**config.mk**
```make
export PLATFORM = sky130hd
export DESIGN_NAME = pipe_ks_subtractor
export DESIGN_NICKNAME = d
export VERILOG_FILES = /design/src/rtl/pipe_ks_subtractor.sv
export SDC_FILE = /design/constraint.sdc
export NUM_CORES = 1
export LEC_CHECK = 0
export BUFFER_PORTS_ARGS = -buffer_cell sky130_fd_sc_hd__buf_4
export CORE_AREA = 2 2 128 99
export DETAILED_ROUTE_END_ITERATION = 12
export DIE_AREA = 0 0 130 101
export GPL_ROUTABILITY_DRIVEN = 0
export PLACE_DENSITY_LB_ADDON = 0.1
export SLEW_MARGIN = 10
export SYNTH_ARGS = -nofsm -noshare
export SYNTH_HDL_FRONTEND = slang
export SYNTH_SLANG_ARGS = --single-unit
```
**constraint.sdc**
```tcl
create_clock -name CLK -period 3.4 [get_ports CLK]
set_input_delay 0.68 -clock CLK [delete_from_list [all_inputs] [get_ports CLK]]
set_output_delay 0.68 -clock CLK [all_outputs]
set_load 0.05 [all_outputs]
```
**src/rtl/pipe_ks_subtractor.sv**
```systemverilog
// Two-stage pipelined Kogge-Stone subtractor: diff = A - B - bin (mod 2^BW).
// Computed as A + ~B + ~bin. The lower LBW bits resolve in stage 1 and their
// carry is registered; the upper slice resolves in stage 2 from that carry.

// N-bit Kogge-Stone adder with carry-in, prefix depth clog2(N).
module ks_adder #(
  parameter int N = 16
) (
  input  logic [N-1:0] a,
  input  logic [N-1:0] b,
  input  logic         cin,
  output logic [N-1:0] sum,
  output logic         cout
);
  localparam int LVL = (N > 1) ? $clog2(N) : 1;

  logic [N-1:0] g;
  logic [N-1:0] p;
  logic [N-1:0] gg;
  logic [N-1:0] pp;
  logic [N-1:0] ng;
  logic [N-1:0] np;
  logic [N:0]   carry;

  // Prefix network: gg[i]/pp[i] become group generate/propagate over bits i..0.
  always_comb begin
    g     = a & b;
    p     = a ^ b;
    gg    = g;
    pp    = p;
    ng    = g;
    np    = p;
    carry = '0;
    for (int lvl = 0; lvl < LVL; lvl++) begin
      ng = gg;
      np = pp;
      for (int i = 0; i < N; i++) begin
        if (i >= (1 << lvl)) begin
          ng[i] = gg[i] | (pp[i] & gg[i - (1 << lvl)]);
          np[i] = pp[i] & pp[i - (1 << lvl)];
        end
      end
      gg = ng;
      pp = np;
    end
    carry[0] = cin;
    for (int i = 0; i < N; i++) begin
      carry[i+1] = gg[i] | (pp[i] & cin);
    end
    sum  = p ^ carry[N-1:0];
    cout = carry[N];
  end
endmodule

module pipe_ks_subtractor #(
  parameter int BW  = 32,
  parameter int LBW = 16
) (
  input  logic          CLK,
  input  logic          RESETn,
  input  logic          in_valid,
  output logic          in_ready,
  input  logic [BW-1:0] A,
  input  logic [BW-1:0] B,
  input  logic          bin,
  output logic          out_valid,
  input  logic          out_ready,
  output logic [BW-1:0] diff,
  output logic          bout,
  output logic          ovf,
  output logic          zero
);
  localparam int UBW = BW - LBW;

  logic           s2_ready;
  logic           accept;
  logic           advance;
  logic [BW-1:0]  bn;
  logic [LBW-1:0] lo_sum;
  logic           lo_cout;
  logic [UBW-1:0] up_sum;
  logic           up_cout;
  logic [BW-1:0]  diff_full;

  logic           s1_valid_d, s1_valid_q;
  logic [LBW-1:0] s1_dlo_d,   s1_dlo_q;
  logic           s1_clo_d,   s1_clo_q;
  logic [UBW-1:0] s1_au_d,    s1_au_q;
  logic [UBW-1:0] s1_bnu_d,   s1_bnu_q;
  logic           s1_sa_d,    s1_sa_q;
  logic           s1_sb_d,    s1_sb_q;

  logic           out_valid_d, out_valid_q;
  logic [BW-1:0]  diff_d,      diff_q;
  logic           bout_d,      bout_q;
  logic           ovf_d,       ovf_q;
  logic           zero_d,      zero_q;

  assign bn = ~B;

  ks_adder #(.N(LBW)) u_lo (
    .a    (A[LBW-1:0]),
    .b    (bn[LBW-1:0]),
    .cin  (~bin),
    .sum  (lo_sum),
    .cout (lo_cout)
  );

  ks_adder #(.N(UBW)) u_up (
    .a    (s1_au_q),
    .b    (s1_bnu_q),
    .cin  (s1_clo_q),
    .sum  (up_sum),
    .cout (up_cout)
  );

  assign diff_full = {up_sum, s1_dlo_q};

  // Handshake: in_ready depends only on pipeline state, never on in_valid.
  always_comb begin
    s2_ready = ~out_valid_q | out_ready;
    in_ready = ~s1_valid_q | s2_ready;
    accept   = in_valid & in_ready;
    advance  = s1_valid_q & s2_ready;
  end

  // Next-state for both stages: stage 1 loads on accept, stage 2 on advance.
  always_comb begin
    s1_valid_d  = s1_valid_q;
    s1_dlo_d    = s1_dlo_q;
    s1_clo_d    = s1_clo_q;
    s1_au_d     = s1_au_q;
    s1_bnu_d    = s1_bnu_q;
    s1_sa_d     = s1_sa_q;
    s1_sb_d     = s1_sb_q;
    out_valid_d = out_valid_q;
    diff_d      = diff_q;
    bout_d      = bout_q;
    ovf_d       = ovf_q;
    zero_d      = zero_q;

    if (accept) begin
      s1_valid_d = 1'b1;
      s1_dlo_d   = lo_sum;
      s1_clo_d   = lo_cout;
      s1_au_d    = A[BW-1:LBW];
      s1_bnu_d   = bn[BW-1:LBW];
      s1_sa_d    = A[BW-1];
      s1_sb_d    = B[BW-1];
    end else if (advance) begin
      s1_valid_d = 1'b0;
    end

    if (advance) begin
      out_valid_d = 1'b1;
      diff_d      = diff_full;
      bout_d      = ~up_cout;
      ovf_d       = (s1_sa_q != s1_sb_q) & (diff_full[BW-1] != s1_sa_q);
      zero_d      = ~|diff_full;
    end else if (out_ready) begin
      out_valid_d = 1'b0;
    end
  end

  // Control and result registers; async clear discards all in-flight ops.
  always_ff @(posedge CLK or negedge RESETn) begin
    if (!RESETn) begin
      s1_valid_q  <= 1'b0;
      out_valid_q <= 1'b0;
      diff_q      <= '0;
      bout_q      <= 1'b0;
      ovf_q       <= 1'b0;
      zero_q      <= 1'b0;
    end else begin
      s1_valid_q  <= s1_valid_d;
      out_valid_q <= out_valid_d;
      diff_q      <= diff_d;
      bout_q      <= bout_d;
      ovf_q       <= ovf_d;
      zero_q      <= zero_d;
    end
  end

  // Stage-1 operand/partial-result registers; qualified by s1_valid_q only.
  always_ff @(posedge CLK) begin
    s1_dlo_q <= s1_dlo_d;
    s1_clo_q <= s1_clo_d;
    s1_au_q  <= s1_au_d;
    s1_bnu_q <= s1_bnu_d;
    s1_sa_q  <= s1_sa_d;
    s1_sb_q  <= s1_sb_d;
  end

  assign out_valid = out_valid_q;
  assign diff      = diff_q;
  assign bout      = bout_q;
  assign ovf       = ovf_q;
  assign zero      = zero_q;
endmodule
```
==> After elaboration in Yosys (flattened, before gate mapping) <==
Cells that the tools add are included.
{ "classes": {"div": 0, "multipliers": 0, "n_bitwise": 374, "add_sub_neg": 0, "shift": 0, "reduce_logical": 4, "mux": 4, "eq_ne": 2, "magnitude_cmp": 0} }
{ "op_table": {"columns": ["operator", "count"], "rows": [
  ["1-bit AND", 231],
  ["1-bit OR", 132],
  ["16-bit XOR", 4],
  ["16-bit AND", 2],
  ["32-bit inverter", 1],
  ["32-bit OR reduction", 1],
  ["1-bit 2-to-1 mux", 4],
  ["1-bit inverter", 4],
  ["2-bit nonzero test", 2],
  ["1-bit != test", 2],
  ["1-bit zero test", 1]
]} }
{ "word_totals": {"ram_bits": 0, "mem_bits_ro": 0, "latch_bits": 0, "out_inout_bits": 37, "mem_count": 0, "regBits": 88} }

==> Logic depth before layout (Yosys ltp) <==
Gate-level depths: netlist (run 1).
{ "logic_depth": {"ltp_word": 12, "mapped_depth": 9, "ltp_nobuf": 9} }

==> Modules after synthesis <==
A second synthesis (run 1) with hierarchy kept.
{ "unflattened": {"cells_unflattened": 430, "hier_area_um2": 5007.3} }
{ "modules_own_cells": {"columns": ["mod", "area_each_um2", "instances", "cells_per_inst"], "rows": [
  ["pipe_ks_subtractor", 3215.6, 1, 182],
  ["ks_adder (u_up)", 905.9, 1, 126],
  ["ks_adder (u_lo)", 885.8, 1, 122]
]} }

==> Worst setup path after synthesis (run 1) <==
OpenSTA, ideal clock, no wires.
{ "synth_path": {"path_type": "input port to flip-flop", "from": "input out_ready", "to": "register s1_au_q[0] (enable)", "path_slack_ps": 574, "stages": 2, "required_time_ps": 2987, "arrival_time_ps": 2413, "path_cell_list": "nand3b_1 -> and2_1"} }
{ "synth_between": {"elab_chain_cells": 3} }
{ "synth_lines": {"columns": ["element", "line", "rtl"], "rows": [
  ["start, declared", "67", "input logic out_ready,"],
  ["1-bit OR", "121", "s2_ready = ~out_valid_q | out_ready;"],
  ["1-bit OR", "122", "in_ready = ~s1_valid_q | s2_ready;"],
  ["1-bit AND", "123", "accept = in_valid & in_ready;"],
  ["net accept", "76", "logic accept;"],
  ["end signal, assigned", "188", "s1_au_q <= s1_au_d;"],
  ["end, declared", "88", "logic [UBW-1:0] s1_au_d, s1_au_q;"]
]} }
The timed path passes the listed nets, and every way through them passes these cells.
A chain may end at the register's enable or synchronous reset.

==> Worst setup path in the final report (run 1) <==
{ "layout_path": {"from": "register s1_au_q[0]", "to": "register zero_q (netlist: zero)"} }
{ "layout_between": {"elab_chain_cells": 11, "elab_cells_between_ends": 77, "cone_classes": "bitwise: 75; reduce/logical: 2"} }
{ "layout_lines": {"columns": ["element", "line", "rtl"], "rows": [
  ["16-bit AND", "27", "g = a & b;"],
  ["1-bit AND", "39", "ng[i] = gg[i] | (pp[i] & gg[i - (1 << lvl)]);"],
  ["1-bit OR", "39", null],
  ["1-bit AND", "39", null],
  ["1-bit OR", "39", null],
  ["1-bit AND", "39", null],
  ["1-bit OR", "39", null],
  ["1-bit OR", "48", "carry[i+1] = gg[i] | (pp[i] & cin);"],
  ["16-bit XOR (*)", "50", "sum = p ^ carry[N-1:0];"],
  ["32-bit OR reduction (*)", "159", "zero_d = ~|diff_full;"],
  ["1-bit zero test (*)", "159", null],
  ["end signal, assigned", "180", "zero_q <= zero_d;"],
  ["end, declared", "97", "logic zero_d, zero_q;"]
]} }
Mark *: on every way between the ends. The rest lies on a longest branch, timed or not.

==> results.yml, run 1 <==
timing:
  hold_violations: 0
  tightest_slew_ns: 0.637
  rsz0062_at_grt: "false"
  timing.setup.tns_ns: 0
  max_slew_margin_pct: 57.6
  post-route-period-util_pct: 82.2
  slew_viol_final: 0
  clock.fmax_mhz: 358
  skew_ns: 0.00613
  setup_violations: 0
  period_minus_slack_ns: 2.79
clock_network:
  h-tree-depth: 3
  root_buffer: "clkbuf_16"
  cts_buffer_depth: 2
  cts_resized: 0
  postCtsSetupRepairBufs: 0
  insertion_delay_ns: 0.34
  numCtsBuffers: 9
  hold_buffers: 0
  cts_sinks: 87
  clk_pin_slew_ns: 0.06
  cts_tree: "yes"
synth:
  synth_area_um2: 4620
  synthArstFlopShare_pct: 42.5
  synth.most_common_cell: "edfxtp_1"
  synth_flop_cell: "edfxtp_1"
  synth-simple-area-share_pct: 13.1
  yosysTopAreaCellShare_pct: 32.5
  yosys_warnings: 0
  netlist_top_cells_count: "edfxtp_1, dfrtp_1, inv_1"
  synth_compound_area_share_pct: 13.1
  synth_nets: 504
  ys_top_cells_by_area: "edfxtp_1, dfrtp_1, ha_1, mux2_2, inv_1"
  muxShareOfSynthArea_pct: 4.72
  netlist_instances: 401
  synth_fa_ha_area_share_pct: 9.54
  ys_types: 60
  synth-seq-area-share_pct: 52.6
  avgSynthCellArea_um2: 11.5
  synth-edff-count: 50
  synth_xor_area_share_pct: 3.23
  synth-seq-cells: 87
  synth_top_family_by_area: "simple AND/OR/NAND/NOR gates"
  synth_top_area_cell: "edfxtp_1"
global_route:
  grt_pass1_vias: 3289
  grt_use_total_pct: 16.2
  grt_start_max_net_pins: 38
  grt_pass1_wl_um: 16300
  overflow: 0
  antenna_found_initial: 0
route:
  firstDrtPassIters: 4
  totalWireLength_um: 10100
  routedWlPerCell_um: 14.8
  via_count: 3384
  ant_nets: 0
  avgViaCountPerCell: 4.95
  drc_errors: 0
  drtIter0Drc: 211
placed_design:
  dpl_cell_area_um2: 5610
  place_hpwl_um: 7640
  portBuffers: 105
critical_path:
  crit_path_end_kind: "register"
  critPathRequiredTime_ns: 3.66
  start_kind: "register"
  cp_max_fo: 4
  r2r_start: "s1_au_q[0]$_DFFE_PP_"
  critPathArrivalTime_ns: 3.06
  timing.setup.critical_path_class: "register to register"
  crit_start: "s1_au_q[0]$_DFFE_PP_"
die:
  design.die.area_um2: 13100
  fp-row-count: 35
  die_y_um: 101
  die_w_um: 130
  design.core.area_um2: 12000
  io-pin-count: 106
  start_util_pct: 38.6
outcome:
  status: "finished, final reports clean"
cells_and_area:
  final_area_um2: 5880
  final_nets: 616
  drive_above_1_share_pct: 29.5
  post-route-util_pct: 49.1
  area_growth_pct: 27.3
  diodes: 0
power_and_ir_drop:
  ir_worst_vdd_mv: 0.296
  total_leakage_power_nw: 2.57
  cellPowerDensity_nw_per_um2: 577
job:
  max_cap_viol_count: 0
min_path:
  hp-class: "input pin to asynchronous set/reset pin"
[worst max-delay path: stages, from the launching register on]
cell and delay [ns]:
edfxtp_1 0.42, ha_1 0.35, a211o_1 0.35, a21oi_4 0.21, mux2_4 0.33, or4_4 0.55
a2111oi_4 0.23, nand4_1 0.13, a21oi_1 0.16
[kinds of logic after synthesis]
kind of cell / after synthesis
simple gates: 117
compound gates: 83
mux: 19
xor+xnor: 17
flops: 87
buf+inv: 44
fa+ha+maj: 34
[final timing paths]
kind	end	slack, ns	depth (start not counted)
max in group asynchronous	diff[24]$_DFFE_PN0P_	2.73	1
hold reg to reg	diff[3]$_DFFE_PN0P_	0.47	2
min in group CLK	diff[3]$_DFFE_PN0P_	0.47	2
setup / recovery	zero$_DFFE_PN0P_	0.61	8
hold / removal	diff[6]$_DFFE_PN0P_	0.32	1
setup reg to reg	zero$_DFFE_PN0P_	0.61	8
[placed cells by master (no fill, tap or decap), drive strengths merged, types with 9 or more instances in the layout]
master    n
o21ai    18
ha       32
nand2    32
nor2     28
edfxtp   50
dfrtp    37
nor3      9
xnor2    14
a21oi    18
buf     108
inv      37
o21a     11
mux2     19
clkbuf   15
[sequential cells by signal, summed over array words and instances, names as in the netlist, 16 cells and up]
| signal | flops |
|---|---|
| diff | 32 |
| s1_au_q | 16 |
| s1_bnu_q | 16 |
| s1_dlo_q | 16 |
[power breakdown]
group	switching (mW)	leakage, nW	internal (mW)
clock	0.368	0.128	0.515
combinational	0.710	1.53	0.411
sequential	0.0925	0.918	1.29
total	1.17	2.57	2.22
[area by class of cell]
cell class | instances | area [um^2]
Inverter | 37 | 139
Sequential cell | 87 | 2430
Clock inverter | 1 | 5.00
Tap cell | 166 | 208
Timing Repair Buffer | 108 | 823
Multi-Input combinational cell | 270 | 2020
Clock buffer | 15 | 258
Fill cell | 1122 | 6080
[stage by stage]
| stage | total power, mW | cells | hold WS (ns) | worst slack [ns] |
|---|---|---|---|---|
| detailed placement | 2.53 | 668 | 0.463 | 0.361 |
| CTS | 3.43 | 684 | 0.335 | 0.596 |
| global placement | 2.52 | 668 | 0.469 | 0.453 |
| global route | 3.56 | 684 | 0.351 | 0.423 |
| floorplan | 2.16 | 401 | 0.384 | 0.574 |
| finish | 3.39 | 684 | 0.318 | 0.607 |
[routing by layer]
| layer | global-route usage, % | up-vias | part of all wire, % |
|---|---|---|---|
| met2 | 24.8 | 74 | 45 |
| li1 | - | 1682 | - |
| met5 | 0 | - | 0 |
| met4 | 4.14 | 0 | 1.1 |
| met1 | 22.6 | 1618 | 50 |
| met3 | 4.56 | 10 | 3.8 |
Power figures use the tool's default switching activity.
==> run 2: changes to the inputs <==
--- a/config.mk
+++ b/config.mk
@@ -5,10 +5,11 @@
 export SDC_FILE = /design/constraint.sdc
 export NUM_CORES = 1
 export LEC_CHECK = 0
+export ABC_AREA = 1
 export BUFFER_PORTS_ARGS = -buffer_cell sky130_fd_sc_hd__buf_4
-export CORE_AREA = 2 2 128 99
+export CORE_AREA = 2 2 133 102
 export DETAILED_ROUTE_END_ITERATION = 12
-export DIE_AREA = 0 0 130 101
+export DIE_AREA = 0 0 135 104
 export GPL_ROUTABILITY_DRIVEN = 0
 export PLACE_DENSITY_LB_ADDON = 0.1
 export SLEW_MARGIN = 10
==> constraint.sdc (replaced) <==
create_clock -name CLK -period 2.9 [get_ports CLK]
set_input_delay 0.58 -clock CLK [delete_from_list [all_inputs] [get_ports CLK]]
set_output_delay 0.58 -clock CLK [all_outputs]
set_load 0.05 [all_outputs]
==> run 2 against run 1 <==
Clock-buffer cell count down 5. Power up 40%. Critical path depth up 2. Area after synthesis up 8.5%. Setup slack better by 0.18 ns. Die area up 6.9%. First-iteration DRC count down 8.1%. Clock power up 48%. Critical endpoint unchanged. Utilization up 0.54 points. Largest power group is now combinational logic. Final area up 8.2%. Wire length up 11%. Via count up 20%.
==> results.yml, run 2 <==
timing:
  skew_ns: 0.00741
  slew_viol_final: 0
  rsz0062_at_grt: "false"
  fin_ws_ns: 0.785
  max_slew_margin_pct: 58.2
  timing.setup.tns_ns: 0
  clock.fmax_mhz: 473
  tightest_slew_ns: 0.627
  post-route-period-util_pct: 72.9
  period_minus_slack_ns: 2.11
  hold_violations: 0
  setup_violations: 0
route:
  via_count: 4044
  totalWireLength_um: 11300
  firstDrtPassIters: 5
  avgViaCountPerCell: 4.64
  drc_errors: 0
  routedWlPerCell_um: 12.9
  ant_nets: 0
  drtIter0Drc: 194
die:
  design.core.area_um2: 12800
  io-pin-count: 106
  design.die.area_um2: 14000
  die_y_um: 104
  die_w_um: 135
  fp-row-count: 36
  start_util_pct: 39.1
power_and_ir_drop:
  total_leakage_power_nw: 3.22
  ir_worst_vdd_mv: 0.400
  cellPowerDensity_nw_per_um2: 748
critical_path:
  crit_path_end_kind: "register"
  critPathArrivalTime_ns: 2.39
  timing.setup.critical_path_class: "register to register"
  crit_chain: "fa_1 -> inv_1 -> nand3_1 -> nor2_1 -> nand3_1 -> nor2_1 -> nand3_2 -> nor3_2 -> nand4_1 -> nand2_1"
  start_kind: "register"
  critPathRequiredTime_ns: 3.17
  slowest_stage: "edfxtp_1"
  critical-path-max-stage-delay_ns: 0.53
  cp_max_fo: 7
  crit_family: "simple AND/OR/NAND/NOR gates"
  critPathBufInv: 1
cells_and_area:
  final_common_cell: "nand2_1"
  regArea_um2: 2430
  post-route-util_pct: 49.7
  area_growth_pct: 27.0
  largest_register_ffs: 32
  multiInputGateArea_um2: 2170
  final_nets: 799
  drive_above_1_share_pct: 22.4
  diodes: 0
  final_cell_mix: "nand2_1, buf_4, inv_1, edfxtp_1, nor2_1"
  fillCellCount: 1256
synth:
  synth-seq-area-share_pct: 48.5
  synth_fa_ha_area_share_pct: 8.80
  synth_xor_area_share_pct: 2.62
  yosysTopAreaCellShare_pct: 30.0
  netlist_top_cells_count: "nand2_1, inv_1, edfxtp_1"
  synth_flop_cell: "edfxtp_1"
  synth.most_common_cell: "nand2_1"
  synth-edff-count: 50
  avgSynthCellArea_um2: 8.56
  ys_types: 35
  yosys_warnings: 0
  synth_top_area_cell: "edfxtp_1"
  synth-simple-area-share_pct: 23.5
  synthArstFlopShare_pct: 42.5
  synth_compound_area_share_pct: 8.42
  synth_top_family_by_area: "simple AND/OR/NAND/NOR gates"
  netlist_instances: 585
  ys_top_cells_by_area: "edfxtp_1, dfrtp_1, nand2_1, ha_1, inv_1"
  muxShareOfSynthArea_pct: 0
  synth_area_um2: 5010
  synth_nets: 688
  synth-seq-cells: 87
global_route:
  grt_pass1_wl_um: 18800
  grt_start_max_net_pins: 51
  grt_pass1_vias: 3763
  grt_use_total_pct: 16.8
  antenna_found_initial: 0
  overflow: 0
job:
  max_cap_viol_count: 0
placed_design:
  place_hpwl_um: 8980
  portBuffers: 105
  place_ws_ns: 0.549
clock_network:
  numCtsBuffers: 9
  postCtsSetupRepairBufs: 0
  clk_pin_slew_ns: 0.07
  cts_tree: "yes"
  cts_resized: 0
  hold_buffers: 0
  h-tree-depth: 3
  cts_sinks: 87
  insertion_delay_ns: 0.34
  root_buffer: "clkbuf_16"
  cts_buffer_depth: 2
outcome:
  status: "finished, final reports clean"
min_path:
  hp-class: "input pin to asynchronous set/reset pin"
[run 2: final timing paths]
kind	start	to	slack, ns	cells after the start
max in group asynchronous	RESETn	diff[18]$_DFFE_PN0P_	2.36	1
min in group CLK	A[25]	s1_au_q[9]$_DFFE_PP_	0.41	1
worst max register to register	s1_clo_q$_DFFE_PP_	zero$_DFFE_PN0P_	0.79	10
worst min register to register	s1_dlo_q[1]$_DFFE_PP_	diff[1]$_DFFE_PN0P_	0.47	2
worst max-delay path	s1_clo_q$_DFFE_PP_	zero$_DFFE_PN0P_	0.79	10
worst min-delay path	RESETn	diff[27]$_DFFE_PN0P_	0.20	1
[run 2: cells by family (layout without fill, tap and decap cells)]
| logic type | Yosys count | in the layout |
|---|---|---|
| buffers and inverters | 109 | 225 |
| XOR/XNOR | 15 | 15 |
| AO/OA/AOI/OAI | 75 | 75 |
| AND/OR/NAND/NOR | 265 | 265 |
| flip-flops | 87 | 87 |
| adder cells (fa/ha/maj) | 34 | 34 |
[run 2: metal layers]
layer / up-vias / wire, um / share of wire [%] / track usage (%)
met4: 0 / 95 / 0.84 / 3.79
li1: 2117 / - / - / -
met5: - / 0 / 0 / 0
met2: 99 / 4400 / 39 / 22.6
met1: 1821 / 6210 / 55 / 27.1
met3: 7 / 557 / 4.9 / 3.70
[run 2: power breakdown]
part	switching (mW)	leakage, nW	total [mW]	internal, mW
Combinational	1.19	2.12	1.73	0.538
Clock	0.492	0.167	1.31	0.819
Sequential	0.146	0.929	1.72	1.57
[run 2: worst reg2reg max path, cell delays in order (launching register included)]
cell,delay (ns)
edfxtp_1,0.53
fa_1,0.51
inv_1,0.09
nand3_1,0.09
nor2_1,0.09
nand3_1,0.08
nor2_1,0.15
nand3_2,0.10
nor3_2,0.22
nand4_1,0.12
nand2_1,0.08
[run 2: stage by stage]
stage                     cell area, um^2  hold WS, ns  total power [mW]  cells
after floorplan                      5010        0.284              2.89    585
after global placement               6010        0.461              3.46    856
after detailed placement             6010        0.469              3.48    856
after CTS                            6360        0.215              4.80    872
after global routing                 6360        0.235              5.02    872
final                                6360        0.204              4.76    872
[run 2: layout make-up]
cell class,count,share of cell area (%)
sequential,87,38.2
multi-input combinational,389,34.1
timing repair buffer,107,12.8
inverter,102,6.02
clock buffer,10,3.94
tap,171,3.37
clock inverter,6,1.52
